**src/rtl/embedding_seq_lookup.sv**
```systemverilog
`default_nettype none
// ============================================================================
// Module      : embedding_seq_lookup
// Description : Writable EM_IN x EM_DIM embedding table. Accepts a packet of
//               N_TOK token indices and streams one embedding row per token
//               over a valid/ready interface. Out-of-range tokens produce a
//               zero row flagged with out_oob.
// Revision    : 1.0 - initial release
// ============================================================================
module embedding_seq_lookup #(
    parameter int QN             = 6,
    parameter int QM             = 11,
    parameter int EM_IN          = 16,
    parameter int EM_DIM         = 8,
    parameter int N_TOK          = 4,
    parameter int BITWIDTH       = QN + QM + 1,
    parameter int IDX_W          = $clog2(EM_IN),
    parameter int LAYER_BITWIDTH = BITWIDTH * EM_DIM
) (
    input  logic                      clock,
    input  logic                      reset,
    input  logic                      wr_en,
    input  logic [IDX_W-1:0]          wr_addr,
    input  logic [LAYER_BITWIDTH-1:0] wr_data,
    input  logic                      in_valid,
    output logic                      in_ready,
    input  logic [N_TOK*IDX_W-1:0]    in_idx,
    output logic                      out_valid,
    input  logic                      out_ready,
    output logic [LAYER_BITWIDTH-1:0] outputVec,
    output logic                      out_last,
    output logic                      out_oob
);

    // Token counter width; a single-token packet still needs one bit.
    localparam int             CW       = (N_TOK > 1) ? $clog2(N_TOK) : 1;
    localparam logic [CW-1:0]  LAST_TOK = CW'(N_TOK - 1);

    typedef enum logic [1:0] {
        IDLE = 2'd0,
        READ = 2'd1,
        OUT  = 2'd2
    } state_t;

    state_t                      state_q, state_d;
    logic [CW-1:0]               tok_cnt_q, tok_cnt_d;
    logic [N_TOK*IDX_W-1:0]      idx_q, idx_d;
    logic [LAYER_BITWIDTH-1:0]   vec_q;
    logic                        oob_q;
    logic                        alive_q;

    // Table storage; deliberately has no reset so contents survive reset.
    logic [LAYER_BITWIDTH-1:0]   table_q [EM_IN];

    logic [IDX_W-1:0]            cur_idx;
    logic [31:0]                 cur_idx_ext;
    logic [31:0]                 wr_addr_ext;
    logic                        cur_in_range;
    logic                        wr_in_range;

    // Index of the token currently being served, and range checks done at
    // 32 bits so a power-of-two EM_IN does not yield a constant comparison.
    assign cur_idx      = IDX_W'(idx_q >> (tok_cnt_q * IDX_W));
    assign cur_idx_ext  = 32'(cur_idx);
    assign wr_addr_ext  = 32'(wr_addr);
    assign cur_in_range = (cur_idx_ext < 32'(EM_IN));
    assign wr_in_range  = (wr_addr_ext < 32'(EM_IN));

    // Table write port; active in every state and regardless of reset.
    always_ff @(posedge clock) begin
        if (wr_en && wr_in_range) begin
            table_q[wr_addr] <= wr_data;
        end
    end

    // State, token counter and latched packet registers.
    always_ff @(posedge clock or negedge reset) begin
        if (!reset) begin
            state_q   <= IDLE;
            tok_cnt_q <= '0;
            idx_q     <= '0;
            alive_q   <= 1'b0;
        end else begin
            state_q   <= state_d;
            tok_cnt_q <= tok_cnt_d;
            idx_q     <= idx_d;
            alive_q   <= 1'b1;
        end
    end

    // Next-state logic: IDLE -> READ -> OUT -> (READ | IDLE).
    always_comb begin
        state_d   = state_q;
        tok_cnt_d = tok_cnt_q;
        idx_d     = idx_q;
        case (state_q)
            IDLE: begin
                if (in_valid && in_ready) begin
                    idx_d     = in_idx;
                    tok_cnt_d = '0;
                    state_d   = READ;
                end
            end
            READ: begin
                state_d = OUT;
            end
            OUT: begin
                if (out_ready) begin
                    if (tok_cnt_q == LAST_TOK) begin
                        state_d = IDLE;
                    end else begin
                        tok_cnt_d = tok_cnt_q + 1'b1;
                        state_d   = READ;
                    end
                end
            end
            default: begin
                state_d = IDLE;
            end
        endcase
    end

    // Registered table read; a write to the same row in this cycle is not
    // seen until the next read because the table updates on the same edge.
    always_ff @(posedge clock or negedge reset) begin
        if (!reset) begin
            vec_q <= '0;
            oob_q <= 1'b0;
        end else if (state_q == READ) begin
            vec_q <= cur_in_range ? table_q[cur_idx] : '0;
            oob_q <= !cur_in_range;
        end
    end

    assign in_ready  = (state_q == IDLE) && alive_q;
    assign out_valid = (state_q == OUT);
    assign out_last  = out_valid && (tok_cnt_q == LAST_TOK);
    assign out_oob   = out_valid && oob_q;
    assign outputVec = vec_q;

endmodule
`default_nettype wire
```
**config.mk**
```make
export PLATFORM = sky130hd
export DESIGN_NAME = embedding_seq_lookup
export DESIGN_NICKNAME = d
export VERILOG_FILES = /design/src/rtl/embedding_seq_lookup.sv
export SDC_FILE = /design/constraint.sdc
export NUM_CORES = 2
export LEC_CHECK = 0
export CAP_MARGIN = 40
export CORE_MARGIN = 1.5
export CORE_UTILIZATION = 55
export CTS_CLUSTER_DIAMETER = 150
export DETAILED_ROUTE_END_ITERATION = 16
export GPL_TIMING_DRIVEN = 0
export MAX_ROUTING_LAYER = met4
export PLACE_DENSITY = 0.73
export SETUP_SLACK_MARGIN = 0.02
export SLEW_MARGIN = 30
export SYNTH_ARGS = -nofsm -noshare
export SYNTH_HDL_FRONTEND = slang
export SYNTH_SLANG_ARGS = --single-unit
```
**constraint.sdc**
```tcl
create_clock -name clock -period 5 [get_ports clock]
set_input_delay 0.5 -clock clock [delete_from_list [all_inputs] [get_ports clock]]
set_output_delay 0.5 -clock clock [all_outputs]
set_load 0.01 [all_outputs]
```
[Word level (Yosys, flattened, before mapping)]
Memories as Yosys holds them, arrays and structs flattened. A register that Yosys moved wholly into a read port is not among the register bits.
Cells that the tools add are included.
Storage, ports and cells
  bits in writable memories: 2304
  memories kept: 1
  logic and storage cells: 38
  output and inout bits: 148
  register bits after elaboration: 22
  input bits: 169
Operators by class
  mux-type cells: 10
  order comparisons: 2
  equality and inequality tests: 6
  add/sub/neg operators: 1
  shifts and indexed selects: 1
  reduce and logical (&&, ||, !) cells: 12
Memories
  table_q: words 16, bits a word 144, rd ports 1, clocked after Yosys merged registers in 1, wr ports 1, RTL line 53  | logic [LAYER_BITWIDTH-1:0] table_q [EM_IN];
Operator list (number)
  $shr A16 B4 Y4: 1
  $lt A4 B5 Y1 const B: 2
  $mux W2: 5
  $pmux W2 S3: 1
  $logic_and A1 B1 Y1: 5
  $eq A2 B2 Y1 const B: 2
  $ne A2 B2 Y1 const B: 2
  $pmux W2 S2: 1
  $reduce_and A2 Y1: 2
  $reduce_and A4 Y1: 1
  $mux W1: 3
  $add A2 B1 Y2 const B: 1
  $eq A2 B1 Y1 const B: 1
  $logic_not A1 Y1: 2
  $logic_not A2 Y1: 1
  $ne A2 B1 Y1 const B: 1
  $reduce_bool A2 Y1: 1

[Depth between registers and ports, before layout]
  word-level depth: 5
  gate-level depth with buffers: 10
  depth with buffers taken out: 5

[Worst setup path after synthesis]
No wires, ideal clock.
  path kind: in2reg
  from: in wr_addr[2]
  to: mem table_q[0][0] in the netlist's numbering, enable pin
  arrival: 10726 ps
  library setup time: 826 ps
  stages: 2
  slack: -6552 ps
  path through: or3b_2 > nor3_1
Between the ends
  cells in the longest elaborated chain, start to end: 4
RTL lines
  start: declaration: RTL line 23  | input logic [IDX_W-1:0] wr_addr,
  $lt A4 B5 Y1: RTL line 67  | assign wr_in_range = (wr_addr_ext < 32'(EM_IN));
  $logic_and A1 B1 Y1: RTL line 71  | if (wr_en && wr_in_range) begin
  $mux W1: RTL line 71
  $mux W1 (not written as such): RTL line 72  | table_q[wr_addr] <= wr_data;
  end: declaration: RTL line 53
Parallel ways exist; a longest one is shown, timed or not.

[Worst setup path in the final report]
  from: reg tok_cnt_q[1]
  to: reg vec_q[94] (netlist: outputVec[94]), read port of table_q
Between the ends
  cells in the longest elaborated chain, start to end: 1
RTL lines
  start: declaration: RTL line 46  | logic [CW-1:0] tok_cnt_q, tok_cnt_d;
  start signal: assignment: RTL line 85  | tok_cnt_q <= tok_cnt_d;
  $shr A16 B4 Y4: RTL line 63  | assign cur_idx = IDX_W'(idx_q >> (tok_cnt_q * IDX_W));
  end: declaration: RTL line 48  | logic [LAYER_BITWIDTH-1:0] vec_q;
Every way passes these cells.
A chain may end at the register's enable or synchronous reset.

==> flow_metrics.env <==
export IMPL_status="complete, no violations"
export IMPL_path_cells="buf_2 -> mux4_2 -> buf_6 -> buf_2 -> buf_2 -> clkbuf_1 -> nand2_1 -> o211ai_1 -> nand4_1"
export IMPL_fin_tns_setup_ps=0
export IMPL_rsz0062_at_grt="no"
export IMPL_drv_slew=0
export IMPL_crit_path_end_kind="register"
export IMPL_fp_dieW_um=417
export IMPL_drt_iter0_markers=6031
export IMPL_syn_area_mm2=0.0943
export IMPL_irDropWorstVdd_v=0.000410
export IMPL_most_common_layout_cells="edfxtp_1, mux2i_1, clkdlybuf4s50_1"
export IMPL_tightest_slew_ps=882
export IMPL_crit_top_cell="buf_2"
export IMPL_cts_resized=0
export IMPL_clkTransAtPathRegs_ps=60
export IMPL_firstDrtPassIters=5
export IMPL_synth_cell_types=42
export IMPL_ctsHtreeMaxLevel=4
export IMPL_nNetsFinal=6028
export IMPL_crit_start="tok_cnt_q[1]$_DFFE_PN0P_"
export IMPL_vias_per_cell=6.20
export IMPL_finalCritPeriodShare_pct=71.3
export IMPL_synth_compound_area_share_pct=5.81
export IMPL_max_freq_ghz=0.280
export IMPL_async_flop_share_pct=6.68
export IMPL_critPathBufInv=5
export IMPL_path_depth=9
export IMPL_synth_ff_type="edfxtp_1"
export IMPL_synth_ff_latch_count=2469
export IMPL_power_density_mw_per_mm2=605
export IMPL_cp_required_ps=5720
export IMPL_dpl_cell_count=7841
export IMPL_drc=0
export IMPL_grt_max_degree=66
export IMPL_layout_drive_gt1_share_pct=13.7
export IMPL_cts_buffer_depth=3
export IMPL_hold_violations=0
export IMPL_r2r_cells=9
export IMPL_gp_congestion=0.817
export IMPL_grt_overflow_total=0
export IMPL_dieArea_mm2=0.174
export IMPL_p_leak_nw=39.1
export IMPL_synth_net_count=5281
export IMPL_grt_pass1_wl_mm=347
export IMPL_dr_total_vias=51500
export IMPL_numCtsBuffers=230
export IMPL_dp_hpwl_mm=160
export IMPL_grt_usage_pct=28.3
export IMPL_regToRegStartpoint="tok_cnt_q[1]$_DFFE_PN0P_"
export IMPL_grt_pass1_vias=51800
export IMPL_worstHoldPathType="input port to asynchronous set/reset pin"
export IMPL_synth_top_family_by_area="multiplexers"
export IMPL_critPathTopFamily="buffers and inverters"
export IMPL_antenna_found_initial=31
export IMPL_layout_commonest_cell="edfxtp_1"
export IMPL_cts_root_buf="clkbuf_16"
export IMPL_cts_sinks=2469
export IMPL_fin_cells=8303
export IMPL_cts_tree="yes"
export IMPL_path_max_fanout=11
export IMPL_skew_ps=36.3
export IMPL_r2r_end="outputVec[94]$_DFFE_PN0N_"
export IMPL_cts_setup_buffers=0
export IMPL_start_util_pct=55.5
export IMPL_ant_nets=0
export IMPL_synth_fa_ha_area_share_pct=0.0133
export IMPL_finalCriticalPeriod_ps=3570
export IMPL_yosys_warnings=0
export IMPL_wl_mm=241
export IMPL_report_final_setup_viol=0
export IMPL_top_level_ports=317
export IMPL_cp_slowest_cell="clkbuf_1"
export IMPL_core_area_mm2=0.170
export IMPL_drv_cap=0
export IMPL_yosysSeqAreaShare_pct=77.8
export IMPL_cpPeakStageDelay_ps=660
export IMPL_syn_instance_count=5111
export IMPL_numPortBuffers=315
export IMPL_fillers=11100
export IMPL_synthMuxAreaShare_pct=13.0
export IMPL_area_delta_synth_final_pct=19.0
export IMPL_die_h_um=417
export IMPL_synth_edf_count=2304
export IMPL_crit_path_start_kind="register"
export IMPL_relSlewSlack_pct=41.2
export IMPL_synthSimpleGateAreaFrac_pct=1.54
export IMPL_r2r_slack_ps=1430
export IMPL_synth_xor_area_share_pct=0
export IMPL_syn_area_per_cell_um2=18.4
export IMPL_crit_end="outputVec[94]$_DFFE_PN0N_"
export IMPL_crit_arrival_ps=4280
export IMPL_avgRoutedWirePerCell_um=29.1
export IMPL_clock_latency_ps=860
export IMPL_crit_type="register to register"
export IMPL_rows=151
export IMPL_ctsHoldBuffers=1
## worst reg2reg max path, cell delays in order (launching register included)
cell and delay, ps:
dfrtp_1 350, buf_2 320, mux4_2 350, buf_6 220
buf_2 610, buf_2 530, clkbuf_1 670, nand2_1 160
o211ai_1 150, nand4_1 120
## synth_stat cells, types with 2 or more instances
cell / n / share of area, %
edfxtp_1: 2304 / 73
mux2i_1: 1147 / 12
a22oi_1: 285 / 2.3
o22ai_1: 190 / 1.3
dfrtp_1: 165 / 4.4
nor2_1: 142 / 0.57
a21oi_1: 129 / 0.68
buf_2: 128 / 0.68
clkbuf_1: 104 / 0.41
o221ai_1: 78 / 0.72
nand2_1: 76 / 0.30
mux2_2: 50 / 0.60
nor3_1: 38 / 0.20
buf_4: 37 / 0.29
buf_6: 33 / 0.39
a211oi_1: 23 / 0.18
o211ai_1: 23 / 0.18
nand3_1: 22 / 0.12
a32oi_1: 16 / 0.15
a221o_1: 15 / 0.16
nand4_1: 15 / 0.10
o21ai_1: 15 / 0.080
nor2b_1: 13 / 0.086
mux4_2: 9 / 0.21
a311o_1: 8 / 0.085
buf_1: 8 / 0.032
nand2b_1: 7 / 0.046
and2_1: 5 / 0.033
mux2_1: 5 / 0.060
o21ai_0: 4 / 0.021
and2b_1: 2 / 0.016
conb_1: 2 / 0.0080
inv_1: 2 / 0.0080
nand3b_1: 2 / 0.016
nor2_2: 2 / 0.013
## worst min-delay path by stage
stage | start | slack (ps) | to
after detailed placement | reset | 460 | outputVec[135]$_DFFE_PN0N_
after floorplan | reset | 200 | alive_q$_DFF_PN0_
after global routing | reset | 200 | outputVec[18]$_DFFE_PN0N_
after CTS | reset | 180 | outputVec[18]$_DFFE_PN0N_
after global placement | outputVec[34]$_DFFE_PN0N_ | 490 | outputVec[34]$_DFFE_PN0N_
final | reset | 200 | outputVec[18]$_DFFE_PN0N_
## metal layers
metal  GRT usage (%)  part of all wire (%)  routed length, um  vias to the layer above
met2            45.0                    49             118000                     2587
met4            11.7                   4.3              10400                        0
met1            37.0                    39              93400                    26200
met3            4.18                   8.2              19800                      519
met5               -                     0                  0                        -
li1                -                     -                  -                    22200
## cell type report
type	instances	area [um2]	area share (%)
diodes	22	55.1	0.0491
plain buffers	310	1710	1.53
clock buffers	330	6590	5.87
clock inverters	107	1090	0.973
inverters	2	7.51	0.00669
multi-input cells	2330	19400	17.3
flip-flops and latches	2469	73300	65.3
well taps	2218	2780	2.47
repair buffers	515	7300	6.50
## cells by family (layout without fill, tap and decap cells)
| kind of cell | Yosys count | count (layout) |
|---|---|---|
| AOI/OAI and AO/OA | 787 | 787 |
| adders and majority gates | 1 | 1 |
| buffers and inverters | 312 | 1264 |
| DFF | 2469 | 2469 |
| muxes | 1211 | 1211 |
| other | 2 | 24 |
| and+or+nand+nor | 329 | 329 |
## flip-flops by register name, summed over array words and instances, names as in the netlist
| signal | cells |
|---|---|
| alive_q | 1 |
| idx_q | 16 |
| outputVec | 144 |
| state_q | 2 |
| table_q | 2304 |
| tok_cnt_q | 2 |
## report_power, final
part           switching, mW  internal [mW]  total (mW)  leakage, nW
Sequential             0.799           23.7        24.5         22.7
Combinational           15.9           9.94        25.8         12.6
Clock                   7.49           10.1        17.6         3.75
Total                   24.2           43.7        67.9         39.1
## per-stage QoR
stage | setup WS [ps] | total power, mW | hold WS, ps | instance area (um2) | util, %
floorplan | -2390 | 40.9 | 204 | 94300 | -
global placement | -9780 | 49.9 | 486 | 100000 | 59.0
detailed placement | 1380 | 50.5 | 464 | 104000 | 61.5
CTS | 1360 | 68.0 | 178 | 112000 | 66.0
global route | 1330 | 70.2 | 197 | 112000 | 66.1
finish | 1430 | 67.9 | 203 | 112000 | 66.1
Note: power is estimated with default switching activity, not from simulation.
